File: src/rtl/display_update_scheduler_pkg.sv
// Shared types and constants for the OLED update scheduler and the 7-seg decoder.
package display_update_scheduler_pkg;

    typedef enum logic [1:0] {
        S_IDLE      = 2'd0,
        S_ISSUE     = 2'd1,
        S_WAIT_BUSY = 2'd2,
        S_WAIT_DONE = 2'd3
    } state_e;

    // Nibble the 7-seg decoder renders with every segment off.
    localparam logic [3:0] BLANK_CODE = 4'hF;

endpackage

File: src/rtl/display_update_scheduler_leading_zero_blanker.sv
// Combinational leading-zero blanking; nibble 0 is the leftmost digit on screen.
module leading_zero_blanker #(
    parameter int         DIGITS_NUM    = 6,
    parameter logic [3:0] BLANK_CODE    = 4'hF,
    parameter int         BLANK_LEADING = 1
) (
    input  logic [4*DIGITS_NUM-1:0] raw,
    output logic [4*DIGITS_NUM-1:0] blanked
);

    logic seen_s;

    // Walk left to right; zeros before the first nonzero digit go blank, last digit always shown.
    always_comb begin
        blanked = raw;
        seen_s  = 1'b0;
        for (int i = 0; i < DIGITS_NUM; i++) begin
            if (raw[4*i +: 4] != 4'h0) begin
                seen_s = 1'b1;
            end else begin
                seen_s = seen_s;
            end
            if ((BLANK_LEADING != 0) && !seen_s && (i != DIGITS_NUM - 1)) begin
                blanked[4*i +: 4] = BLANK_CODE;
            end else begin
                blanked[4*i +: 4] = raw[4*i +: 4];
            end
        end
    end

endmodule

File: src/rtl/display_update_scheduler.sv
// Decides when the OLED is redrawn: newest-wins buffer, redraw holdoff, skip-unchanged,
// leading-zero blanking and a watchdog on the data_streamer handshake.
module display_update_scheduler
    import display_update_scheduler_pkg::*;
#(
    parameter int         DIGITS_NUM     = 6,
    parameter int         MIN_INTERVAL   = 1000000,
    parameter int         TIMEOUT_CYCLES = 2000000,
    parameter int         BLANK_LEADING  = 1,
    parameter logic [3:0] BLANK_CODE     = display_update_scheduler_pkg::BLANK_CODE,
    parameter int         SKIP_UNCHANGED = 1
) (
    input  logic                    clk_in,
    input  logic                    reset_in,
    input  logic [4*DIGITS_NUM-1:0] meas_digits,
    input  logic                    meas_valid,
    input  logic                    force_refresh,
    output logic [4*DIGITS_NUM-1:0] digits,
    output logic                    write_stb,
    input  logic                    streamer_ready,
    output logic                    busy,
    output logic                    pending,
    output logic [7:0]              drop_cnt,
    output logic                    timeout_err
);

    localparam int DW = 4 * DIGITS_NUM;
    localparam int HW = $clog2(MIN_INTERVAL + 1);
    localparam int WW = $clog2(TIMEOUT_CYCLES + 1);
    localparam logic [HW-1:0] HOLD_LOAD = HW'(MIN_INTERVAL - 1);
    localparam logic [WW-1:0] WD_LAST   = WW'(TIMEOUT_CYCLES - 1);

    state_e          state_r, state_nx_s;
    logic [DW-1:0]   pend_data_r, last_shown_r, digits_r, src_s, blanked_s;
    logic            pend_vld_r, force_r, write_stb_r, timeout_r;
    logic [HW-1:0]   holdoff_r;
    logic [WW-1:0]   wd_r;
    logic [7:0]      drop_r;
    logic            issue_s, skip_s, timeout_s;

    leading_zero_blanker #(
        .DIGITS_NUM    (DIGITS_NUM),
        .BLANK_CODE    (BLANK_CODE),
        .BLANK_LEADING (BLANK_LEADING)
    ) u_blanker (
        .raw     (src_s),
        .blanked (blanked_s)
    );

    // Next-state and per-cycle control decisions.
    always_comb begin
        state_nx_s = state_r;
        issue_s    = 1'b0;
        skip_s     = 1'b0;
        timeout_s  = 1'b0;
        src_s      = pend_vld_r ? pend_data_r : last_shown_r;
        case (state_r)
            S_IDLE: begin
                if ((holdoff_r == '0) && (pend_vld_r || force_r)) begin
                    if ((SKIP_UNCHANGED != 0) && (pend_data_r == last_shown_r) && !force_r) begin
                        skip_s = 1'b1;
                    end else begin
                        state_nx_s = S_ISSUE;
                    end
                end else begin
                    state_nx_s = S_IDLE;
                end
            end
            S_ISSUE: begin
                if (streamer_ready) begin
                    issue_s    = 1'b1;
                    state_nx_s = S_WAIT_BUSY;
                end else if (wd_r == WD_LAST) begin
                    timeout_s  = 1'b1;
                    state_nx_s = S_IDLE;
                end else begin
                    state_nx_s = S_ISSUE;
                end
            end
            S_WAIT_BUSY: begin
                if (!streamer_ready) begin
                    state_nx_s = S_WAIT_DONE;
                end else if (wd_r == WD_LAST) begin
                    timeout_s  = 1'b1;
                    state_nx_s = S_IDLE;
                end else begin
                    state_nx_s = S_WAIT_BUSY;
                end
            end
            S_WAIT_DONE: begin
                if (streamer_ready) begin
                    state_nx_s = S_IDLE;
                end else if (wd_r == WD_LAST) begin
                    timeout_s  = 1'b1;
                    state_nx_s = S_IDLE;
                end else begin
                    state_nx_s = S_WAIT_DONE;
                end
            end
            default: begin
                state_nx_s = S_IDLE;
            end
        endcase
    end

    // State register plus buffer, holdoff, watchdog and output registers.
    always_ff @(posedge clk_in) begin
        if (reset_in) begin
            state_r      <= S_IDLE;
            pend_data_r  <= '0;
            pend_vld_r   <= 1'b0;
            last_shown_r <= '0;
            force_r      <= 1'b0;
            holdoff_r    <= '0;
            wd_r         <= '0;
            digits_r     <= '0;
            write_stb_r  <= 1'b0;
            drop_r       <= 8'd0;
            timeout_r    <= 1'b0;
        end else begin
            state_r     <= state_nx_s;
            write_stb_r <= issue_s;
            if (issue_s) begin
                digits_r     <= blanked_s;
                last_shown_r <= src_s;
            end
            // A capture on the issue cycle refills the buffer rather than being lost.
            if (meas_valid) begin
                pend_data_r <= meas_digits;
                pend_vld_r  <= 1'b1;
            end else if (issue_s || skip_s) begin
                pend_vld_r  <= 1'b0;
            end
            if (meas_valid && pend_vld_r && !issue_s && (drop_r != 8'hFF)) begin
                drop_r <= drop_r + 8'd1;
            end
            if (force_refresh) begin
                force_r <= 1'b1;
            end else if (issue_s) begin
                force_r <= 1'b0;
            end
            if (issue_s) begin
                holdoff_r <= HOLD_LOAD;
            end else if (holdoff_r != '0) begin
                holdoff_r <= holdoff_r - HW'(1);
            end
            if ((state_nx_s != state_r) || (state_r == S_IDLE)) begin
                wd_r <= '0;
            end else begin
                wd_r <= wd_r + WW'(1);
            end
            if (timeout_s) begin
                timeout_r <= 1'b1;
            end
        end
    end

    assign digits      = digits_r;
    assign write_stb   = write_stb_r;
    assign busy        = (state_r != S_IDLE);
    assign pending     = pend_vld_r;
    assign drop_cnt    = drop_r;
    assign timeout_err = timeout_r;

endmodule

File: config.mk
export PLATFORM = sky130hd
export DESIGN_NAME = display_update_scheduler
export DESIGN_NICKNAME = d
export VERILOG_FILES = /design/src/rtl/display_update_scheduler_pkg.sv /design/src/rtl/display_update_scheduler_leading_zero_blanker.sv /design/src/rtl/display_update_scheduler.sv
export SDC_FILE = /design/constraint.sdc
export NUM_CORES = 1
export LEC_CHECK = 0
export ABC_AREA = 0
export CAP_MARGIN = 20
export CORE_ASPECT_RATIO = 2
export CORE_MARGIN = 2
export CORE_UTILIZATION = 40
export CTS_CLUSTER_DIAMETER = 120
export DETAILED_ROUTE_END_ITERATION = 8
export PLACE_DENSITY = 0.59
export SETUP_SLACK_MARGIN = 0.4
export SLEW_MARGIN = 20
export SYNTH_ARGS = -nofsm -noshare
export SYNTH_HDL_FRONTEND = slang
export SYNTH_SLANG_ARGS = --single-unit
File: constraint.sdc
create_clock -name clk_in -period 7.3 [get_ports clk_in]
set_clock_uncertainty 0.15 [all_clocks]
set_input_delay 1.46 -clock clk_in [delete_from_list [all_inputs] [get_ports clk_in]]
set_output_delay 1.46 -clock clk_in [all_outputs]
set_load 0.02 [all_outputs]
==> results by group, run 1 <==
Die
  • IO Pins: 65
  • Core Area: 0.0134 mm²
  • Starting Density: 41.1%
  • Full die area: 0.0148 mm²
  • Die height: 170 µm
  • Cell Rows: 60
  • Die Wd: between 80 and 90 µm

Clock network
  • Clock Latency Late Sink: 0.41 ns
  • CTS buffer count: 17
  • TritonCTS Sinks: roughly 120
  • Max clock buf depth: 2
  • Hold_buf cts: 0
  • Clk slew on worst S/H paths: around 0.060 ns
  • Resize count post-CTS: 0
  • CTS root buf: clkbuf_16
  • Setup bufs post-CTS: 0
  • CTS tree: yes
  • CTS H-tree lvls: 4

Synth
  • FF+latch count, synth: 123
  • Register area share after synthesis: 44.6%
  • Post-Syn Area: 0.00552 mm²
  • Synth Instances: ~600
  • Post-synthesis mux area share: about 8.3%
  • Synth Flop Type: dfxtp_1
  • Synth Area in Simple Gates: 18.3%
  • Async set-or-reset flop fraction in the synthesized netlist: 0%
  • Post-synth EDFFs: 0
  • Compound-gate portion of the synthesized area: 14.7%
  • Post-synth net total: 635
  • Adder-Cell Fraction of Synth Area: less than 1%
  • Main combinational cell family by area after synthesis: simple AND/OR/NAND/NOR gates
  • Number of library cell types mapped by synthesis: 47
  • Warning count from the yosys run: 0
  • Synth Area per Inst: 9.18 µm²
  • XOR/XNOR share of the synthesized area: 9.83%

GRT
  • Global route overflow: 0
  • Initial antenna violation count: 0
  • Largest net degree at the start of global routing: between 80 and 90
  • First-pass GRT wire length: 21,100 µm
  • Vias in the first global route: 4,397
  • GRT Resource Usage Total: 18.1%

STA
  • Max Fclk: ~270 MHz
  • Final hold violations: 0
  • Setup_tns: 0 ns
  • Crit share post-route: 49.9%
  • Final slew viol count: 0
  • Max-slew headroom: 42.3%
  • Endpoints failing setup: 0
  • Min Tclk post-route: between 3 and 4 ns
  • RSZ-0062 raised after global routing: no
  • Worst-margin pin slew: 0.866 ns

Critical path
  • R2r startpoint: wd_r[0]$_SDFF_PP0_
  • R2R cell count: 6
  • Crit start category: input port
  • Worst EP arrival: 3.84 ns
  • CP required: around 7.5 ns
  • Kind of end point of the critical path: flop
  • Worst R2R End: wd_r[1]$_SDFF_PP0_
  • CP max stage cell: nor4_1
  • Max stage delay on crit path: 0.72 ns
  • Most frequent cell on the critical path: nand2_1
  • Worst path cell trace: clkdlybuf4s50_1 > nand3b_1 > buf_4 > nor4_1 > nand2_1 > or2_2 > nand2_1
  • Crit path max fanout: 26
  • Setup Crit Path Kind: in2reg
  • FF-to-FF setup slack: 4.58 ns

Placed design
  • RePlAce Congestion: approximately 0.81
  • Post-detail-place hpwl: 9290 µm
  • Area after DPL: 0.00625 mm²
  • Port Buffers: 64
  • Placed cells: just under 800

Power
  • Leak: 2.68 nW
  • Total chip power: approximately 0.0022 W
  • Power Density: 326 mW/mm²
  • Max rail drop VDD: 0.000171 V

Outcome
  • Status: complete, no violations

Min path
  • Hold Path Sink: timeout_err$_SDFFE_PP0P_
  • Hold depth: 2
  • Hold Path Origin: timeout_err$_SDFFE_PP0P_
  • Worst hold path type: reg2reg

Cells and area
  • Design area: 0.00684 mm²
  • Nets@finish: approximately 690
  • Diode count: 0
  • Util after Layout: 50.9%
  • P&R area growth vs syn: 23.9%
  • Non-Filler Instances: 825
  • Layout cell share with drive strength beyond 1: 8.96%

Routing
  • First DRT Iteration DRCs: 167
  • WL per Instance: 15.6 µm
  • Total Wirelength: 12,900 µm
  • Vias: ~4,400
  • Drt first pass iters: 4
  • DRC viols: 0
  • Vias/cell: 5.37
  • ANT nets after route: 0

Run
  • # Max-Cap Violations: 0
[worst max-delay path, delay by kind of cell]
kind | cells | cell delay, ns
AND/OR/NAND/NOR | 5 | 1.53
buffers and inverters | 2 | 0.83
[synth_stat cells (all sizes together) (4+ instances only)]
cell,number,area (µm²)
a211oi,25,238
nand4,13,81.3
and3,6,37.5
xor2,41,359
inv,8,30.0
nor3,9,45.0
buf,11,71.3
xnor2,21,184
or3,6,42.5
dfxtp,123,2460
ha,4,50.1
nand2,54,205
nor4,14,87.6
o21bai,4,30.0
mux2i,46,460
o21ai,20,100
and4,4,36.3
a21oi,47,235
clkbuf,22,82.6
nor2,71,283
o21a,13,97.6
nand3,14,75.1
[worst max path at each step]
stage	slack (ns)	end	startpoint	cells after the start
after floorplan	4.10	digits[19]$_SDFFE_PP0P_	streamer_ready	6
after global placement	3.32	digits[19]$_SDFFE_PP0P_	streamer_ready	7
after detailed placement	3.26	digits[19]$_SDFFE_PP0P_	streamer_ready	7
after CTS	3.68	digits[19]$_SDFFE_PP0P_	streamer_ready	7
after global routing	3.48	digits[17]$_SDFFE_PP0P_	streamer_ready	7
final	3.66	digits[18]$_SDFFE_PP0P_	streamer_ready	7
[placed cells by master, fill, tap and decap left out, drive strengths merged, types with 14 or more instances in the layout]
cell           Yosys  routed
a211oi            25      25
a21oi             47      47
clkbuf            22      20
clkdlybuf4s50      0      63
dfxtp            123     123
mux2i             46      46
nand2             54      54
nand3             14      14
nor2              71      71
nor4              14      14
o21ai             20      20
xnor2             21      21
xor2              41      41
[kinds of logic after synthesis]
| logic type | after synthesis |
|---|---|
| simple gates | 207 |
| mux | 46 |
| compound gates | 119 |
| xor+xnor | 62 |
| flops | 123 |
| buf+inv | 41 |
| fa+ha+maj | 4 |
[layout make-up]
| type | count | area (µm²) |
|---|---|---|
| fill | 1251 | 6590 |
| multi-input combinational | 438 | 2880 |
| sequential | 123 | 2460 |
| timing repair buffer | 70 | 684 |
| clock buffer | 20 | 447 |
| tap | 155 | 194 |
| clock inverter | 11 | 146 |
| inverter | 8 | 30.0 |
[report_power, final]
part	switching (W)	internal (W)	leakage, nW
clock	0.000294	0.000543	0.286
sequential	0.0000737	0.000755	1.00
combinational	0.000324	0.000245	1.40
[per-stage QoR]
step / setup slack [ns] / hold WS [ns]
6_report: 3.66 / 0.328
3_3_place_gp: 3.32 / 0.317
4_1_cts: 3.68 / 0.333
2_1_floorplan: 4.10 / 0.306
5_1_grt: 3.48 / 0.343
3_5_place_dp: 3.26 / 0.318
[flip-flops by register name, summed over array words and instances, names as in the netlist]
signal and count:
digits 20, drop_cnt 8, force_r 1, holdoff_r 20
last_shown_r 24, pend_data_r 24, pending 1, state_r 2
timeout_err 1, wd_r 21, write_stb 1
[layer usage]
metal,vias to the layer above,track usage [%],part of all wire [%]
li1,2223,-,-
met1,2124,19.1,39
met2,69,34.4,57
met3,18,3.39,2.4
met4,0,7.09,1.6
met5,-,0,0
(Power assumes the default switching activity.)
==> run 2: changes to the inputs <==
- clock period: 7.3 -> 3.4 ns (I/O delays scaled with it)
==> run 2 against run 1 <==
  * Cell count is 0.24% higher
  * Die area stayed put
  * Register-to-register slack worse by 3.8 ns
  * Core utilization up 0.86 points
  * Flip-flop and latch count did not move
  * Non-clock buffer count is 1 higher
  * Critical path type is now reg2reg
  * Critical path depth fell by 1
  * Clock power increased to 2.6 times the previous value
  * Combinational power rose by 110%
  * First-iteration DRC count down 29%
  * Worst setup slack lost 2.9 ns
==> results by group, run 2 (synthesized netlist as in run 1, its figures left out) <==
Placed design
  • Place WS: 0.627 ns (-2.63 ns)
  • RePlAce Congestion: 0.818 (+1.0%)
  • Post-detail-place hpwl: 9570 µm (+2.9%)
  • Placed cells: 795 (+0.13%)
  • Area after DPL: 0.00625 mm² (about the same)
  • Port Buffers: 64 (unchanged)

Cells and area
  • P&R area growth vs syn: 26.0%
  • Multi-input gate area: 0.00288 mm² (unchanged)
  • Regs by FF count: last_shown_r (24), pend_data_r (24), wd_r (21)
  • Commonest cells after routing, fill and taps aside: 123 x dfxtp_1, 69 x nor2_1, 63 x clkdlybuf4s50_1
  • Register area: 0.00246 mm² (unchanged)
  • Fillers: 1,245 (-0.48%)
  • Design area: 0.00696 mm² (+1.7%)
  • Nets@finish: 692 (+0.14%)
  • Diode count: 0 (unchanged)
  • Most common cell after layout, fill and taps aside: dfxtp_1
  • Layout cell share with drive strength beyond 1: 9.52% (+0.57 points)
  • Non-Filler Instances: 827 (+0.24%)

Routing
  • ANT nets after route: 0 (unchanged)
  • DRC viols: 0 (unchanged)
  • Drt first pass iters: 5 (+1)
  • Total Wirelength: 13,100 µm (+1.9%)
  • Vias: 4,438 (+0.090%)
  • Vias/cell: 5.37 (-0.15%)
  • First DRT Iteration DRCs: 119 (-29%)
  • WL per Instance: 15.9 µm (+1.6%)

GRT
  • Vias in the first global route: 4,475 (+1.8%)
  • Largest net degree at the start of global routing: 68 (-19%)
  • Global route overflow: 0 (unchanged)
  • GRT Resource Usage Total: 18.7% (+0.52 points)
  • First-pass GRT wire length: 21,700 µm (+3.1%)
  • Initial antenna violation count: 0 (unchanged)

Clock network
  • Max clock buf depth: 2 (unchanged)
  • Clk slew on worst S/H paths: 0.06 ns (about the same)
  • CTS buffer count: 17 (unchanged)
  • CTS tree: yes
  • Clock Latency Late Sink: 0.41 ns (about the same)
  • Setup bufs post-CTS: 0 (unchanged)
  • Resize count post-CTS: 0 (unchanged)
  • CTS root buf: clkbuf_16
  • CTS H-tree lvls: 4 (unchanged)
  • Hold_buf cts: 0 (unchanged)
  • TritonCTS Sinks: 123 (unchanged)

Min path
  • Worst hold path type: reg2reg

Critical path
  • Worst EP arrival: 2.84 ns (-1.00 ns)
  • CP required: 3.58 ns (-3.92 ns)
  • Crit path max fanout: 11 (-58%)
  • Crit start category: flop
  • Kind of end point of the critical path: flop
  • Setup Crit Path Kind: reg2reg

STA
  • RSZ-0062 raised after global routing: no
  • Max Fclk: 376 MHz
  • Crit share post-route: 78.3%
  • Endpoints failing setup: 0 (unchanged)
  • Final slew viol count: 0 (unchanged)
  • Worst-margin pin slew: 0.737 ns (-0.129 ns)
  • Worst hold slack: 0.338 ns (+0.00945 ns)
  • Max-slew headroom: 50.9% (+8.6 points)
  • Fin worst setup slack: 0.738 ns (-2.92 ns)
  • Final hold violations: 0 (unchanged)
  • Setup_tns: 0 ns (unchanged)
  • Min Tclk post-route: 2.66 ns

Die
  • Full die area: 0.0148 mm² (unchanged)
  • Die Wd: 87.1 µm (unchanged)
  • Core Area: 0.0134 mm² (unchanged)
  • Starting Density: 41.1% (unchanged)
  • Cell Rows: 60 (unchanged)
  • Die height: 170 µm (unchanged)
  • IO Pins: 65 (unchanged)

Outcome
  • Status: complete, no violations

Power
  • Power Density: 737 mW/mm² (+130%)
  • Leak: 2.74 nW (+2.1%)
  • Max rail drop VDD: 0.000369 V (+120%)

Run
  • # Max-Cap Violations: 0 (unchanged)
run 2: changes by cell type in the layout (fill, tap and decap cells not counted):
cell	delta
bufinv_16	+4
buf_6	-1
clkinv_2	-2
inv_6	+2
clkinv_4	-1
clkbuf_1	-2
buf_4	+2
run 2: final timing paths:
| path | cells past startpoint | slack [ns] | end | startpoint |
|---|---|---|---|---|
| min | 2 | 0.34 | last_shown_r[22]$_SDFFE_PP0P_ | pend_data_r[22]$_SDFFE_PP0P_ |
| min reg2reg | 2 | 0.34 | last_shown_r[22]$_SDFFE_PP0P_ | pend_data_r[22]$_SDFFE_PP0P_ |
| max | 6 | 0.74 | wd_r[0]$_SDFF_PP0_ | wd_r[0]$_SDFF_PP0_ |
| max reg2reg | 6 | 0.74 | wd_r[0]$_SDFF_PP0_ | wd_r[0]$_SDFF_PP0_ |
run 2: where the power goes:
group          internal (W)  total, W  switching (W)
Sequential          0.00162   0.00178       0.000158
Combinational      0.000523   0.00121       0.000687
Clock               0.00147   0.00214       0.000668
run 2: area by class of cell:
cell class                 count  share of cell area (%)
multi-input combinational    438                    41.4
inverter                       8                   0.431
sequential                   123                    35.4
tap                          155                    2.79
clock inverter                14                    3.81
clock buffer                  18                    6.31
timing repair buffer          71                    9.89
run 2: per-layer routing:
layer / track usage, % / part of all wire, % / vias to the layer above
li1: - / - / 2232
met2: 36.8 / 58 / 65
met3: 4.03 / 2.7 / 17
met1: 18.1 / 38 / 2124
met5: 0 / 0 / -
met4: 6.89 / 1.8 / 0
run 2: stage by stage:
| stage | power, W | util, % |
|---|---|---|
| global placement | 0.00300 | 46.5 |
| finish | 0.00513 | 51.8 |
| floorplan | 0.00271 | - |
| CTS | 0.00519 | 51.8 |
| global route | 0.00542 | 51.8 |
| detailed placement | 0.00303 | 46.5 |
run 2: worst max-delay path, stage by stage, from the launching register on:
cell      delay (ns)
dfxtp_1         0.38
ha_1            0.21
nand3_1         0.19
or4_4           0.60
o311ai_4        0.36
nand3_2         0.37
a211oi_2        0.32
